[config.mk]
export PLATFORM = sky130hd
export DESIGN_NAME = button_press_classifier
export DESIGN_NICKNAME = d
export VERILOG_FILES = /design/src/rtl/button_pkg.sv /design/src/rtl/ms_tick.sv /design/src/rtl/button_press_classifier.sv
export SDC_FILE = /design/constraint.sdc
export NUM_CORES = 1
export LEC_CHECK = 0
export BUFFER_PORTS_ARGS = -buffer_cell sky130_fd_sc_hd__clkbuf_2
export CORE_MARGIN = 2
export CORE_UTILIZATION = 40
export CTS_CLUSTER_DIAMETER = 30
export DETAILED_ROUTE_END_ITERATION = 12
export HOLD_SLACK_MARGIN = 0.06
export PLACE_DENSITY_LB_ADDON = 0.12
export SKIP_LAST_GASP = 1
export SLEW_MARGIN = 20
export SYNTH_ARGS = -nofsm -noshare
export SYNTH_HDL_FRONTEND = slang
export SYNTH_HIERARCHICAL = 1
export SYNTH_SLANG_ARGS = --single-unit
[constraint.sdc]
create_clock -name clk -period 2.6 [get_ports clk]
set_clock_uncertainty 0.05 [all_clocks]
set_input_delay 0.13 -clock clk [delete_from_list [all_inputs] [get_ports clk]]
set_output_delay 0.13 -clock clk [all_outputs]
set_load 0.005 [all_outputs]
[src/rtl/button_pkg.sv]
// Shared types and constants for the button press classifier and its timebase.
package button_pkg;

  typedef enum logic [1:0] {IDLE, PRESS, HOLD} btn_state_t;

  localparam int MS_PER_S = 1000;

  function automatic int max_int(input int a, input int b);
    return (a > b) ? a : b;
  endfunction

endpackage

[src/rtl/ms_tick.sv]
// Millisecond timebase: a prescaler counting 0..CPM-1 that flags the wrap cycle.
module ms_tick #(
  parameter int CPM = 1
) (
  input  logic clk,
  input  logic rst,
  input  logic clr,
  input  logic en,
  output logic tick
);

  localparam int PW = (CPM > 1) ? $clog2(CPM) : 1;
  localparam logic [PW-1:0] LAST = PW'(CPM - 1);

  logic [PW-1:0] cnt;

  // Combinational so the consumer can act on the wrap in the same cycle.
  assign tick = en && (cnt == LAST);

  // NOTE: sequential state uses non-blocking assignments so every register
  // samples the pre-edge values of its neighbours.
  always_ff @(posedge clk) begin
    if (rst || clr) begin
      cnt <= '0;
    end else if (en) begin
      cnt <= tick ? '0 : cnt + PW'(1);
    end
  end

endmodule

[src/rtl/button_press_classifier.sv]
// Classifies debounced presses as short, long or auto-repeat; emits one-cycle pulses.
module button_press_classifier
  import button_pkg::*;
#(
  parameter int CLK_HZ     = 50_000_000,
  parameter int LONG_MS    = 5000,
  parameter int REPEAT_MS  = 500,
  parameter bit ACTIVE_LOW = 1'b1
) (
  input  logic clk,
  input  logic rst,
  input  logic btn_onup,
  input  logic btn_ondn,
  output logic short_press,
  output logic long_press,
  output logic repeat_press,
  output logic pressed
);

  localparam int CPM = CLK_HZ / MS_PER_S;
  localparam int MS_MAX = max_int(LONG_MS, REPEAT_MS);
  localparam int MSW = $clog2(MS_MAX + 1);
  localparam logic [MSW-1:0] LONG_LAST = MSW'(LONG_MS - 1);
  localparam logic [MSW-1:0] REP_LAST  = MSW'((REPEAT_MS == 0) ? 0 : REPEAT_MS - 1);

  btn_state_t     state;
  logic [MSW-1:0] ms_cnt;
  logic           tick;
  logic           both;
  logic           press_ev;
  logic           rel_ev;
  logic           clr;
  logic           en;

  // Simultaneous edges cannot come from a sane debouncer; drop both.
  assign both     = btn_onup & btn_ondn;
  assign press_ev = (ACTIVE_LOW ? btn_ondn : btn_onup) & ~both;
  assign rel_ev   = (ACTIVE_LOW ? btn_onup : btn_ondn) & ~both;

  assign clr = (state == IDLE) && press_ev;
  assign en  = (state != IDLE);

  ms_tick #(.CPM(CPM)) u_ms_tick (
    .clk  (clk),
    .rst  (rst),
    .clr  (clr),
    .en   (en),
    .tick (tick)
  );

  always_ff @(posedge clk) begin
    if (rst) begin
      state        <= IDLE;
      ms_cnt       <= '0;
      short_press  <= 1'b0;
      long_press   <= 1'b0;
      repeat_press <= 1'b0;
      pressed      <= 1'b0;
    end else begin
      // NOTE: event pulses default low at the top of the block, so each lasts
      // exactly one cycle and no path leaves them unassigned.
      short_press  <= 1'b0;
      long_press   <= 1'b0;
      repeat_press <= 1'b0;
      unique case (state)
        IDLE: begin
          if (press_ev) begin
            ms_cnt  <= '0;
            state   <= PRESS;
            pressed <= 1'b1;
          end
        end
        PRESS: begin
          // Release is checked first so it beats a coincident threshold.
          if (rel_ev) begin
            short_press <= 1'b1;
            state       <= IDLE;
            pressed     <= 1'b0;
          end else if (tick) begin
            if (ms_cnt == LONG_LAST) begin
              long_press <= 1'b1;
              ms_cnt     <= '0;
              state      <= HOLD;
            end else begin
              ms_cnt <= ms_cnt + MSW'(1);
            end
          end
        end
        HOLD: begin
          if (rel_ev) begin
            state   <= IDLE;
            pressed <= 1'b0;
          end else if (tick && (REPEAT_MS != 0)) begin
            if (ms_cnt == REP_LAST) begin
              repeat_press <= 1'b1;
              ms_cnt       <= '0;
            end else begin
              ms_cnt <= ms_cnt + MSW'(1);
            end
          end
        end
        default: begin
          state   <= IDLE;
          pressed <= 1'b0;
        end
      endcase
    end
  end

endmodule
==> metrics <==
outcome=complete, no violations; CP arrival=between 2 and 3 ns; hold slack=between 0.2 and 0.25 ns; GRT overflow=0; GR Util All Layers=0.162; max-cap viol count=0; number of synthesized flops with an enable pin=0; core area=between 0.004 and 0.005 sq mm; r2r setup slk=0.23 ns; I/O pin count=8; TritonCTS clock tree=built; Slew HR=0.655; Startpoint Class=flop; Final min period=2.37 ns; syn_area_per_cell=8.82 sq um; root buf cell=clkbuf_8; initial antenna violation count=0; share of synthesized registers carrying an async set or reset=0; total clock buffers created by CTS=5; hpwl dp=around 2800 um; largest net degree at the start of global routing=24; Seq/Total Area, Yosys=0.366; Sink Count=35; final setup violating endpoints=0; ANT nets after route=0; mapped cell area=0.00191 sq mm; DRT Wirelength=slightly below 4000 um; hold buffers post-CTS=0; CP Cell Sequence=ha_1, and4b_1, nand4_1, inv_2, o21ai_1, a211oi_2, a21oi_4, or4_1, a31oi_1; maximum vdd ir drop=roughly 0.23 mV; pwr/cell area=approximately 510 mW/mm^2; Seq cells post-synth=35; dominant synthesized flop cell=dfxtp_1; Final Hold Fails=0; Synth cell types=between 40 and 50; Setup Total Neg Slack=0 ns; crit-path max FO=8; Synth area leaders=dfxtp_1 37%, nor2_1 4.3%, xor2_1 4.1%, ha_1 3.3%, nand4_1 3.3%; RSZ-0062 raised after global routing=no; Slew @ Worst Pin=0.512 ns; area leader, netlist=dfxtp_1; CP peak stage delay=a little over 0.5 ns; Crit path buffers/inverters=1; Slew Viols, Final=0; met1 WL=a little under 2000 um; CP Capture Type=flop; DRT iter0 DRCs=64; CP delay by family, top=simple AND/OR/NAND/NOR gates; full die area=0.00536 sq mm; Vias=around 1600; vias in the first global route=roughly 1500; Yosys top cell area share=0.366; final cell count without fillers=290; layout cells sized above 1=0.195; Max Used Layer=met4; met3 wire len=88 um; layout net count=about 240; WS Path Type=flop to flop; # port buffers=7; Placer Congestion=about 0.80; Final Cell Area=between 0.002 and 0.0025 sq mm; Layout area overhead=13.9%; Syn Inst Count=217; Vert. Die Dim=~73 um; routed wire length per instance=13.5 um; Clock transition at path regs=0.07 ns; FMAX=about 420 MHz; DRC Markers=0; Syn Nets=between 200 and 250; met2 wire len=approximately 1900 um; Synth Warn #=6; htree depth=2; Via density=5.38; Area after DPL=0.00205 sq mm; Req. time, crit path=between 2 and 3 ns; worst skew pair latency=around 0.28 ns; first-pass GRT wire length=between 6000 and 7000 um; ANT cells=0; starting density of the core=0.411; Die Width=about 73 um; Hold Path Class=primary input to flop; crit share post-route=0.912; Leak=between 0.8 and 0.9 nW; Rows=25; 1st-pass router iterations=4; slowest cell on the critical path=or4_1; Clock Tree Buf Depth=2; placed cell count=between 200 and 300
## routing by layer
layer,global-route usage,vias up
met5,0,-
met4,0.0638,0
met2,0.266,14
met3,0.0497,4
met1,0.197,723
li1,-,818
## through the flow
| step | worst slack, ns | util | power (W) |
|---|---|---|---|
| after CTS | 0.0468 | 0.461 | 0.00112 |
| after global routing | 0.0450 | 0.468 | 0.00117 |
| final | 0.230 | 0.468 | 0.00110 |
| after detailed placement | 0.0657 | 0.439 | 0.000679 |
| after floorplan | 0.00339 | - | 0.000650 |
| after global placement | 0.174 | 0.439 | 0.000678 |
## cells in the final DEF, fill, tap and decap left out, types with 9 or more instances in the layout
cell type | netlist | final
buf_4 | 1 | 10
dfxtp_1 | 35 | 35
nand2_1 | 15 | 15
nand3_1 | 10 | 10
nand4_1 | 10 | 10
nor2_1 | 22 | 22
xor2_1 | 9 | 9
## what timing repair did
action	CTS	global route
setup buffers	0	1
gates resized for setup	0	6
endpoints found under the setup margin	0	11
## sequential cells by signal, indices dropped and copies added (netlist names)
name and flops:
ms_cnt 13, short_press 1, u_ms_tick/cnt 16, long_press 1
state 2, pressed 1, repeat_press 1
## cell families after synthesis
kind of cell | count (synthesis) | synth area share
multiplexers | 1 | 0.00523
buffers and inverters | 13 | 0.0327
adder cells (fa/ha/maj) | 5 | 0.0327
AO/OA/AOI/OAI | 35 | 0.121
flip-flops | 35 | 0.366
AND/OR/NAND/NOR | 112 | 0.369
XOR/XNOR | 16 | 0.0732
## tightest hold or removal path, stage by stage
cell,delay (ns)
clkbuf_2,0.11
nand2b_1,0.19
nor3b_1,0.08
## report_power, final
part	internal [W]	switching, W
Clock	0.000242	0.000189
Combinational	0.0000452	0.0000757
Sequential	0.000544	0.00000707
Total	0.000831	0.000271
## final timing paths
kind,from,to,cells after the start
worst max-delay path,u_ms_tick/cnt[0]$_SDFFE_PP0P_,ms_cnt[5]$_SDFFE_PP0P_,9
worst min-delay path,btn_onup,short_press$_SDFF_PP0_,3
worst min register to register,ms_cnt[1]$_SDFFE_PP0P_,ms_cnt[1]$_SDFFE_PP0P_,2
worst max register to register,u_ms_tick/cnt[0]$_SDFFE_PP0P_,ms_cnt[5]$_SDFFE_PP0P_,9
## cells in the mapped netlist, drive strengths merged, types with 6 or more instances
| master | instances |
|---|---|
| a21oi | 8 |
| dfxtp | 35 |
| inv | 7 |
| nand2 | 16 |
| nand2b | 6 |
| nand3 | 10 |
| nand4 | 13 |
| nor2 | 25 |
| nor3 | 8 |
| nor4 | 6 |
| o21ai | 6 |
| xnor2 | 7 |
| xor2 | 9 |
## cell type report
| type | count | area, sq um |
|---|---|---|
| multi-input combinational | 169 | 1180 |
| sequential | 35 | 701 |
| clock buffer | 8 | 100 |
| timing repair buffer | 17 | 110 |
| inverter | 7 | 26.3 |
| fill | 445 | 2480 |
| tap | 54 | 67.6 |
Power figures use the tool's default switching activity.
